<file path="src/rtl/microwire_serial_seq.sv">
// microwire_serial_seq: Microwire (93Cxx-style) serial EEPROM sequencer.
// Runs READ, WRITE, ERASE and EWEN/EWDS frames. After WRITE and ERASE it
// polls the device for ready.
// Optional feature macro MW_TIMEOUT_EN: bounds the ready poll to TMO_CYC SK
// periods and raises err when that bound expires. Without it, err is tied 0.
module microwire_serial_seq #(
  parameter int ADDR_W  = 6,
  parameter int DATA_W  = 16,
  parameter int CLK_DIV = 4,
  parameter int TMO_CYC = 65535
) (
  input  logic              clk,
  input  logic              rst_n,
  input  logic              req,
  input  logic [1:0]        op,
  input  logic [ADDR_W-1:0] addr,
  input  logic [DATA_W-1:0] wdata,
  output logic              busy,
  output logic              done,
  output logic [DATA_W-1:0] rdata,
  output logic              err,
  output logic              ee_cs,
  output logic              ee_sk,
  output logic              ee_di,
  input  logic              ee_do
);

  localparam int CMD_BITS = 3 + ADDR_W;
  localparam int BCW      = $clog2(CMD_BITS + DATA_W);
  localparam int DVW      = $clog2(2*CLK_DIV + 1);

  localparam logic [1:0] OP_READ  = 2'b10;
  localparam logic [1:0] OP_WRITE = 2'b01;
  localparam logic [1:0] OP_ERASE = 2'b11;

  if (CLK_DIV < 1 || TMO_CYC < 1) begin : g_bad_param
    $error("microwire_serial_seq: CLK_DIV and TMO_CYC must be >= 1");
  end

  typedef enum logic [2:0] {IDLE, CSUP, CMD, RDAT, WDAT, CSGAP, POLL, FIN} state_t;

  state_t              state;
  logic [DVW-1:0]      div;
  logic [BCW-1:0]      bit_cnt;
  logic [1:0]          op_q;
  logic [CMD_BITS-1:0] cmd_sr;
  logic [DATA_W-1:0]   wd_sr;
  logic [DATA_W-2:0]   rd_sr;   // last bit goes straight into rdata
  logic                rdy;

  logic half_tick, gap_tick, shifting, sk_rise, sk_fall, last_cmd, last_dat;

`ifdef MW_TIMEOUT_EN
  localparam int TCW = $clog2(TMO_CYC + 1);
  logic [TCW-1:0] tmo_cnt;
  logic           err_q;
  assign err = err_q;
`else
  assign err = 1'b0;
`endif

  // SK half-period and CS-gap strobes; SK edges exist only in shifting states
  assign half_tick = (div == DVW'(CLK_DIV - 1));
  assign gap_tick  = (div == DVW'(2*CLK_DIV - 1));
  assign shifting  = (state == CMD) || (state == RDAT) || (state == WDAT) || (state == POLL);
  assign sk_rise   = shifting && half_tick && !ee_sk;
  assign sk_fall   = shifting && half_tick &&  ee_sk;
  assign last_cmd  = (bit_cnt == BCW'(CMD_BITS - 1));
  assign last_dat  = (bit_cnt == BCW'(DATA_W - 1));

  // Sequencer: one state register, all pins and status registered here
  always_ff @(posedge clk or negedge rst_n) begin
    if (!rst_n) begin
      state   <= IDLE;
      div     <= '0;
      bit_cnt <= '0;
      op_q    <= '0;
      cmd_sr  <= '0;
      wd_sr   <= '0;
      rd_sr   <= '0;
      rdy     <= 1'b0;
      busy    <= 1'b0;
      done    <= 1'b0;
      rdata   <= '0;
      ee_cs   <= 1'b0;
      ee_sk   <= 1'b0;
      ee_di   <= 1'b0;
`ifdef MW_TIMEOUT_EN
      tmo_cnt <= '0;
      err_q   <= 1'b0;
`endif
    end else begin
      done <= 1'b0;
      div  <= half_tick ? '0 : div + 1'b1;
      if (shifting && half_tick) ee_sk <= ~ee_sk;
      case (state)
        IDLE: begin
          div <= '0;
          // a req coinciding with the done pulse is deliberately dropped
          if (req && !busy && !done) begin
            busy   <= 1'b1;
            op_q   <= op;
            cmd_sr <= {1'b1, op, addr};
            wd_sr  <= wdata;
            state  <= CSUP;
`ifdef MW_TIMEOUT_EN
            err_q  <= 1'b0;
`endif
          end
        end
        CSUP: begin
          // first cycle raises CS, then CS setup for CLK_DIV clk with SK low
          if (!ee_cs) begin
            ee_cs <= 1'b1;
            div   <= '0;
          end else if (half_tick) begin
            ee_di   <= cmd_sr[CMD_BITS-1];
            cmd_sr  <= cmd_sr << 1;
            bit_cnt <= '0;
            state   <= CMD;
          end
        end
        CMD: begin
          if (sk_fall) begin
            if (last_cmd) begin
              bit_cnt <= '0;
              case (op_q)
                OP_READ:  begin ee_di <= 1'b0; state <= RDAT; end
                OP_WRITE: begin
                  ee_di <= wd_sr[DATA_W-1];
                  wd_sr <= wd_sr << 1;
                  state <= WDAT;
                end
                OP_ERASE: begin ee_di <= 1'b0; ee_cs <= 1'b0; state <= CSGAP; end
                default:  begin ee_di <= 1'b0; ee_cs <= 1'b0; state <= FIN; end
              endcase
            end else begin
              bit_cnt <= bit_cnt + 1'b1;
              ee_di   <= cmd_sr[CMD_BITS-1];
              cmd_sr  <= cmd_sr << 1;
            end
          end
        end
        RDAT: begin
          if (sk_rise) begin
            rd_sr <= {rd_sr[DATA_W-3:0], ee_do};
            if (last_dat) rdata <= {rd_sr, ee_do};
          end
          if (sk_fall) begin
            if (last_dat) begin
              bit_cnt <= '0;
              ee_cs   <= 1'b0;
              state   <= FIN;
            end else begin
              bit_cnt <= bit_cnt + 1'b1;
            end
          end
        end
        WDAT: begin
          if (sk_fall) begin
            if (last_dat) begin
              bit_cnt <= '0;
              ee_di   <= 1'b0;
              ee_cs   <= 1'b0;
              state   <= CSGAP;
            end else begin
              bit_cnt <= bit_cnt + 1'b1;
              ee_di   <= wd_sr[DATA_W-1];
              wd_sr   <= wd_sr << 1;
            end
          end
        end
        CSGAP: begin
          // CS low for one full SK period starts the device's busy/ready phase
          div <= gap_tick ? '0 : div + 1'b1;
          if (gap_tick) begin
            ee_cs <= 1'b1;
            rdy   <= 1'b0;
            state <= POLL;
`ifdef MW_TIMEOUT_EN
            tmo_cnt <= '0;
`endif
          end
        end
        POLL: begin
          if (sk_rise) rdy <= ee_do;
          // leave only on a falling edge so the last SK period is complete
          if (sk_fall) begin
            if (rdy) begin
              ee_cs <= 1'b0;
              state <= FIN;
            end
`ifdef MW_TIMEOUT_EN
            else if (tmo_cnt == TCW'(TMO_CYC - 1)) begin
              ee_cs <= 1'b0;
              err_q <= 1'b1;
              state <= FIN;
            end else begin
              tmo_cnt <= tmo_cnt + 1'b1;
            end
`endif
          end
        end
        FIN: begin
          if (half_tick) begin
            done  <= 1'b1;
            busy  <= 1'b0;
            state <= IDLE;
          end
        end
        default: state <= IDLE;
      endcase
    end
  end

endmodule

</file>
<file path="config.mk">
export PLATFORM = sky130hd
export DESIGN_NAME = microwire_serial_seq
export DESIGN_NICKNAME = d
export VERILOG_FILES = /design/src/rtl/microwire_serial_seq.sv
export SDC_FILE = /design/constraint.sdc
export NUM_CORES = 1
export LEC_CHECK = 0
export BUFFER_PORTS_ARGS = -buffer_cell sky130_fd_sc_hd__buf_4
export CAP_MARGIN = 10
export CORE_ASPECT_RATIO = 0.8
export CORE_MARGIN = 1
export CORE_UTILIZATION = 45
export DETAILED_ROUTE_END_ITERATION = 10
export PLACE_DENSITY = 0.7
export SLEW_MARGIN = 20
export SYNTH_ARGS = -nofsm -noshare
export SYNTH_HDL_FRONTEND = slang
export SYNTH_SLANG_ARGS = --single-unit
</file>
<file path="constraint.sdc">
create_clock -name clk -period 6 [get_ports clk]
set_clock_uncertainty 0.1 [all_clocks]
set_input_delay 0.3 -clock clk [delete_from_list [all_inputs] [get_ports clk]]
set_output_delay 0.3 -clock clk [all_outputs]
set_load 0.02 [all_outputs]
</file>
; ---- Word level (Yosys, flattened, before mapping)
; Cells that the tools add are included.
[totals]
reg_bits = 76
input_bits = 28
out_inout_bits = 22
word_cells = 147
[classes]
n_addsub = 2
n_eq_ne = 34
muxes = 64
n_bitwise = 1
reduce_logical = 32
[ops]
columns = op, n
row1 = $mux W16, 6
row2 = $pmux W16 S3, 1
row3 = $mux W9, 5
row4 = $mux W3, 13
row5 = $ne A2 B2 Y1 const B, 17
row6 = $mux W5, 6
row7 = $pmux W9 S3, 1
row8 = $pmux W3 S8, 1
row9 = $mux W1, 21
row10 = $pmux W5 S3, 1
row11 = $reduce_and A13 Y1, 1
row12 = $eq A3 B3 Y1 const B, 4
row13 = $mux W4, 3
row14 = $pmux W4 S3, 1
row15 = $reduce_bool A3 Y1, 4
row16 = $eq A5 B4 Y1 const B, 2
row17 = $reduce_and A5 Y1, 2
row18 = $pmux W3 S3, 1
row19 = $reduce_and A3 Y1, 3
row20 = $reduce_and A9 Y1, 1
row21 = $reduce_and A7 Y1, 1
row22 = $eq A3 B2 Y1 const B, 2
row23 = $ne A2 B1 Y1 const B, 3
row24 = $reduce_and A6 Y1, 1
row25 = other kinds (19), 32

; ---- Depth between registers and ports, before layout
; Gate-level depths: netlist (run 1).
[depth]
ltp_word = 8
depth_mapped = 9

; ---- Least setup slack after synthesis (run 1)
; Ideal clock, no wire load.
[synth_path]
path_kind = register -> register
from = reg div[0]
to = reg rdata[0]
setup_ps = 125
arrival_time_ps = 2132
required_time_ps = 5775
path_slack_ps = 3643
stages_incl_launch_ff = 10
n_path_buf = 3
period_less_slack_ps = 2357
cell_sequence = dfrtp_1 ha_1 or3b_1 buf_6 or3_1 buf_6 clkinv_4 nand2_4 buf_6 mux2_4
[synth_via]
elab_chain_len = 4
[synth_rtl]
columns = element, line
row1 = start: declaration, 43  ; logic [DVW-1:0] div;
row2 = start signal: assignment, 94  ; div <= half_tick ? '0 : div + 1'b1;
row3 = start signal: assignment, 175  ; div <= gap_tick ? '0 : div + 1'b1;
row4 = $eq A4 B2 Y1, 63  ; assign half_tick = (div == DVW'(CLK_DIV - 1));
row5 = $logic_and A1 B1 Y1 (2 in series), 66  ; assign sk_rise = shifting && half_tick && !ee_sk;
row6 = $reduce_and A3 Y1 (no line), -
row7 = end signal: assignment, 147  ; if (last_dat) rdata <= {rd_sr, ee_do};
row8 = end: declaration, 20  ; output logic [DATA_W-1:0] rdata,
; Every way passes these cells.
; A chain may end at the register's enable or synchronous reset.

; ---- Worst setup path in the final report (run 1)
; Same ends and word-level chain as after synthesis.

==> impl_metrics.tcl, run 1 <==
set metrics [dict create \
    clkPwrFrac 0.245 \
    synth_compound_area_frac 0.104 \
    synth_async_sr_flop_share 1.00 \
    place_worst_setup_slack_ps 3180 \
    final-max-slew-violation-count 0 \
    post_syn_instances 366 \
    slew_headroom 0.360 \
    cts_repair_resize_count 0 \
    drt-initial-drc-count 260 \
    nFillCells 706 \
    postCtsHoldBufs 0 \
    io-pin-count 50 \
    final.min_clock_period_ps 2830 \
    setup_viol_count_final 0 \
    synth_top_area_cell "sky130_fd_sc_hd__dfrtp_1" \
    sequentialPowerShare 0.409 \
    final.setup.worst_slack_ps 3170 \
    grt_first_pass_wirelength_um 13200 \
    grt_antenna_before_repair 0 \
    layout.core_utilization 0.558 \
    synth-warning-count 0 \
    power_density_mw_per_mm2 436 \
    synth_seq_cells 76 \
    routed_wirelength_um 7750 \
    cell_count_post_placement 507 \
    initial_utilization 0.474 \
    tightestPinTransition_ps 961 \
    cts_inserted_buffers 9 \
    post-synth-top-area-fraction 0.496 \
    final_net_count 448 \
    antenna-diode-count 0 \
    main_combinational_cell_family_by_area_after_synthesis "simple AND/OR/NAND/NOR gates" \
    fp.coreArea_mm2 0.00809 \
    die-area_mm2 0.00890 \
    synth-main-ff-cell "sky130_fd_sc_hd__dfrtp_1" \
    switching_portion_of_total_power 0.368 \
    timing.hold.ws_ps -32.0 \
    post_synthesis_to_final_layout_area_growth_pct 17.7 \
    final_common_cell "sky130_fd_sc_hd__dfrtp_1" \
    synth.lib_cells_used.distinct 57 \
    buffer_ports.inserted 48 \
    fin_cells 523 \
    tns_ps 0 \
    violations_in_the_final_reports "hold timing" \
    cts_root_buffer_type "sky130_fd_sc_hd__clkbuf_8" \
    floorplan.die.height_um 84.6 \
    type_of_the_worst_setup_path "reg2reg" \
    max-cap-violations 0 \
    tritoncts_clock_tree "yes" \
    synth_enable_flop_cells 0 \
    first_global_vias 2654 \
    synth_fa_ha_area_frac 0.0326 \
    grt_util_all_layers 0.191 \
    vias_per_cell 5.29 \
    final_clock_period_utilization_by_the_worst_path 0.472 \
    worstPathArrival_ps 2970 \
    layout_common_cells "sky130_fd_sc_hd__dfrtp_1 (76), sky130_fd_sc_hd__nand2_1 (54), sky130_fd_sc_hd__buf_4 (49), sky130_fd_sc_hd__nor2_1 (32), sky130_fd_sc_hd__a21oi_1 (29)" \
    cts_buffer_depth 2 \
    routed_len_inst_um 14.8 \
    syn_nets 404 \
    final_layout_size_suffix_gt1_frac 0.263 \
    register_area_mm2 0.00190 \
    synth_xor_xnor_area_share 0.00685 \
    cp-start-kind "register" \
    floorplan.die.width_um 105 \
    insertion_delay_ps 360 \
    result_of_the_run "finished, violations left" \
    muxShareOfSynthArea 0.160 \
    numClockSinks 76 \
    post-layout-total-power_mw 1.97 \
    synth.top_cells.by_area "sky130_fd_sc_hd__dfrtp_1 (50%), sky130_fd_sc_hd__mux2_2 (7.6%), sky130_fd_sc_hd__nand2_1 (5.3%), sky130_fd_sc_hd__mux2i_1 (4.4%), sky130_fd_sc_hd__mux2_4 (3.9%)" \
    postSynthAreaPerCell_um2 10.5 \
    drt_drc_violations_left 0 \
    grt_setup_unrepaired "false" \
    hp-class "in2async" \
    grt.overflow.total 0 \
    floorplan.rows 29 \
    worst_path_maximum_fanout 16 \
    ir_drop_mv 0.207 \
    power_frac_comb 0.346 \
    post-cts-setup-buffer-count 0 \
    worst_ep_required_time_ps 6140 \
    path_clk_slew_ps 90 \
    multiInputGateArea_mm2 0.00181 \
    p_int_mw 1.24 \
    final_report_hold_violation_count 24 \
    cts_max_level 3 \
    timing.fmax_ghz 0.353 \
    synth.yosys.seq_area_share 0.496 \
    number_of_iterations_in_the_first_detailed_routing_pass 4 \
    routed_antenna_nets 0 \
    cp-end-kind "register" \
    synth.cell_area_mm2 0.00384 \
    num_vias 2767 \
    netSwitchingPower_mw 0.723 \
    leakagePower_nw 2.14 \
    synth_simple_gate_area_share 0.162 \
    grt_max_degree 77 \
    place.detailed.hpwl_um 5290 \
    gp_congestion 0.896 \
]
[kinds of logic after synthesis]
group | Yosys count
AND/OR/NAND/NOR | 129
adder cells (fa/ha/maj) | 10
AO/OA/AOI/OAI | 64
other | 1
buffers and inverters | 30
multiplexers | 53
flip-flops | 76
XOR/XNOR | 3
[sequential cells by signal, summed over array words and instances, names as in the netlist, 2 cells and up]
| signal | flops |
|---|---|
| wd_sr | 16 |
| bit_cnt | 5 |
| op_q | 2 |
| cmd_sr | 9 |
| rd_sr | 15 |
| div | 4 |
| rdata | 16 |
| state | 3 |
[Yosys cell counts (all sizes together), types with 3 or more instances]
| cell | n |
|---|---|
| a21oi | 30 |
| buf | 7 |
| clkbuf | 9 |
| dfrtp | 76 |
| ha | 10 |
| inv | 13 |
| mux2 | 36 |
| mux2i | 17 |
| nand2 | 55 |
| nand2b | 9 |
| nand3 | 6 |
| nand3b | 4 |
| nor2 | 33 |
| nor2b | 3 |
| nor3 | 4 |
| nor4b | 3 |
| o21ai | 11 |
| o22ai | 4 |
| o41ai | 3 |
[path summary, 6_finish.rpt]
path,depth (start not counted),start,to,slack [ps]
setup / recovery,6,div[0],rdata[0],3170
hold / removal,1,rst_n,done,-30
setup reg to reg,6,div[0],rdata[0],3170
hold reg to reg,1,div[0],div[0],380
max in group asynchronous,1,rst_n,cmd_sr[4],5190
min in group clk,2,op[0],op_q[0],80
[through the flow]
stage	instance area, µm²	hold slack [ps]
after floorplan	3840	-95.6
after global placement	4260	352
after detailed placement	4260	372
after CTS	4510	20.4
after global routing	4520	71.2
final	4520	-32.0
[worst max-delay path, stage by stage (launching register included)]
cell and delay (ps):
sky130_fd_sc_hd__dfrtp_1 380, sky130_fd_sc_hd__ha_1 250, sky130_fd_sc_hd__or3b_1 540, sky130_fd_sc_hd__or3_1 650
sky130_fd_sc_hd__clkinv_4 230, sky130_fd_sc_hd__nand2_4 190, sky130_fd_sc_hd__mux2_4 360
[layer usage]
metal / vias to the layer above / wire [µm] / global-route usage
li1: 1356 / - / -
met1: 1320 / 3800 / 0.268
met2: 75 / 3330 / 0.270
met3: 16 / 463 / 0.0606
met4: 0 / 150 / 0.0807
met5: - / 0 / 0
[power by group through the flow]
stage	Sequential, mW	Clock [mW]	Combinational (mW)
after floorplan	0.752	0	0.549
after global placement	0.804	0	0.662
after detailed placement	0.812	0	0.677
after CTS	0.802	0.493	0.681
after global routing	0.826	0.511	0.767
final	0.805	0.481	0.681
[area by class of cell]
cell class	count	share of cell area
flip-flops and latches	76	0.421
clock inverters	7	0.0274
clock buffers	9	0.0274
repair buffers	49	0.0815
inverters	14	0.0127
well taps	108	0.0299
multi-input cells	260	0.400
Power figures use the tool's default switching activity.
==> run 2: changes to the inputs <==
clock period = 2.7 ns   (was 6 ns; I/O delays follow)
==> run 2 against run 1 <==
Largest power group unchanged; core utilization is 2.8 points higher; the run now ends clean; critical endpoint is now rdata[3]; final cell count grew 5.7%; hold slack better by 54 ps; routed wire length down 1.2%; largest cell class unchanged; fmax up 21%; critical path type unchanged.
==> impl_metrics.tcl, run 2 (synthesis results as in run 1) <==
set metrics [dict create \
    result_of_the_run "finished clean" \
    worst_path_maximum_fanout 19 \
    fin_cells 553 \
    setup.reg_to_reg.worst_slack_ps 360 \
    cp-start-kind "register" \
    cts_root_buffer_type "sky130_fd_sc_hd__clkbuf_8" \
    final_layout_size_suffix_gt1_frac 0.267 \
    worst_hold_path.endpoint "wd_sr[1]" \
    worst_ep_required_time_ps 2830 \
    timing.fmax_ghz 0.428 \
    grt_antenna_before_repair 0 \
    drt_drc_violations_left 0 \
    sequentialPowerShare 0.404 \
    timing.hold.worst_path_depth 3 \
    grt.overflow.total 0 \
    rr_worst_depth 5 \
    grt_first_pass_wirelength_um 13100 \
    path_clk_slew_ps 80 \
    cts_repair_resize_count 0 \
    power_density_mw_per_mm2 896 \
    nFillCells 685 \
    tritoncts_clock_tree "yes" \
    die-area_mm2 0.00890 \
    ir_drop_mv 0.505 \
    final_net_count 478 \
    post-layout-total-power_mw 4.25 \
    floorplan.rows 29 \
    setup_viol_count_final 0 \
    floorplan.die.height_um 84.6 \
    routed_len_inst_um 13.8 \
    final.min_clock_period_ps 2340 \
    largest_registers "rdata: 16 flops, wd_sr: 16 flops, rd_sr: 15 flops" \
    critical_path.cell_chain "nand3b_1 > or3_1 > clkinv_4 > nand2_4 > mux2_4" \
    cts_max_level 3 \
    type_of_the_worst_setup_path "reg2reg" \
    worstReg2RegEnd "rdata[3]" \
    gp_congestion 0.879 \
    final-max-slew-violation-count 0 \
    timing.hold.ws_ps 21.9 \
    switching_portion_of_total_power 0.373 \
    io-pin-count 50 \
    netSwitchingPower_mw 1.58 \
    worstHoldStart "wdata[1]" \
    numClockSinks 76 \
    routed_antenna_nets 0 \
    slowest_stage "sky130_fd_sc_hd__dfrtp_1" \
    slew_headroom 0.370 \
    routed_wirelength_um 7660 \
    final_clock_period_utilization_by_the_worst_path 0.865 \
    worstPathArrival_ps 2460 \
    p_int_mw 2.66 \
    tightestPinTransition_ps 945 \
    hp-class "in2reg" \
    layout_common_cells "sky130_fd_sc_hd__dfrtp_1 (76), sky130_fd_sc_hd__buf_4 (58), sky130_fd_sc_hd__nand2_1 (54), sky130_fd_sc_hd__nor2_1 (32), sky130_fd_sc_hd__a21oi_1 (29)" \
    post_synthesis_to_final_layout_area_growth_pct 23.5 \
    clkPwrFrac 0.198 \
    place.detailed.hpwl_um 5210 \
    cell_count_post_placement 517 \
    grt_util_all_layers 0.189 \
    cp-end-kind "register" \
    fp.coreArea_mm2 0.00809 \
    antenna-diode-count 0 \
    first_global_vias 2716 \
    tns_ps 0 \
    initial_utilization 0.474 \
    number_of_iterations_in_the_first_detailed_routing_pass 4 \
    insertion_delay_ps 350 \
    power_frac_comb 0.398 \
    grt_max_degree 77 \
    buffer_ports.inserted 48 \
    vias_per_cell 5.20 \
    cts_inserted_buffers 9 \
    grt_setup_unrepaired "false" \
    worst_path_largest_cell_delay_ps 700 \
    final_common_cell "sky130_fd_sc_hd__dfrtp_1" \
    num_vias 2876 \
    floorplan.die.width_um 105 \
    leakagePower_nw 2.26 \
    drt-initial-drc-count 207 \
    cts_buffer_depth 2 \
    worstReg2RegStart "state[1]" \
    max-cap-violations 0 \
    final_report_hold_violation_count 0 \
]
==> run 2: changes by cell type in the layout (fill, tap and decap cells not counted) <==
cell | previous run | this run
sky130_fd_sc_hd__a21oi_2 | 0 | 1
sky130_fd_sc_hd__a21oi_4 | 1 | 0
sky130_fd_sc_hd__buf_12 | 0 | 1
sky130_fd_sc_hd__buf_4 | 49 | 58
sky130_fd_sc_hd__bufinv_16 | 3 | 1
sky130_fd_sc_hd__clkinv_2 | 0 | 4
sky130_fd_sc_hd__clkinvlp_4 | 1 | 0
sky130_fd_sc_hd__dlygate4sd3_1 | 0 | 20
sky130_fd_sc_hd__inv_6 | 1 | 0
==> run 2: worst max path at each step <==
stage | from | endpoint | cells after the start
finish | state[1] | rdata[3] | 5
global route | bit_cnt[0] | wd_sr[15] | 9
CTS | div[0] | rdata[3] | 6
detailed placement | div[0] | rdata[12] | 6
global placement | div[0] | cmd_sr[1] | 6
floorplan | div[0] | rdata[0] | 9
==> run 2: power groups by stage <==
stage / clock [mW] / sequential (mW) / combinational, mW
floorplan: 0 / 1.67 / 1.22
global placement: 0 / 1.72 / 1.63
detailed placement: 0 / 1.74 / 1.66
global route: 0.916 / 1.76 / 1.89
CTS: 0.867 / 1.71 / 1.69
finish: 0.840 / 1.72 / 1.69
==> run 2: final cells by class <==
| cell class | instances | area (µm²) | share of cell area |
|---|---|---|---|
| flip-flops and latches | 76 | 1900 | 0.401 |
| multi-input cells | 260 | 1800 | 0.379 |
| repair buffers | 79 | 656 | 0.138 |
| well taps | 108 | 135 | 0.0285 |
| clock buffers | 9 | 124 | 0.0261 |
| clock inverters | 7 | 67.6 | 0.0143 |
| inverters | 14 | 57.6 | 0.0121 |
==> run 2: per-stage QoR <==
stage / utilization / area, µm² / setup slack [ps]
floorplan: - / 3840 / 343
finish: 0.586 / 4740 / 364
global placement: 0.537 / 4350 / 441
CTS: 0.586 / 4740 / 376
global route: 0.586 / 4740 / 185
detailed placement: 0.537 / 4350 / 391
==> run 2: timing repair <==
| item | 4_1_cts | 5_1_grt |
|---|---|---|
| hold endpoints to repair | 97 | 0 |
| setup endpoints to repair | 0 | 0 |
| buffers inserted | 0 | 0 |
| hold buffers | 20 | 0 |
==> run 2: critical path, delay by kind of cell, from the launching register on <==
kind,cells,cell delay [ps]
and+or+nand+nor,3,900
buffers and inverters,1,140
muxes,1,350
DFF,1,700
==> run 2: routing by layer <==
layer,GRT usage,wire (µm),up-vias
met3,0.0590,405,12
li1,-,-,1426
met5,0,0,-
met4,0.0538,98,0
met2,0.285,3450,73
met1,0.262,3700,1365
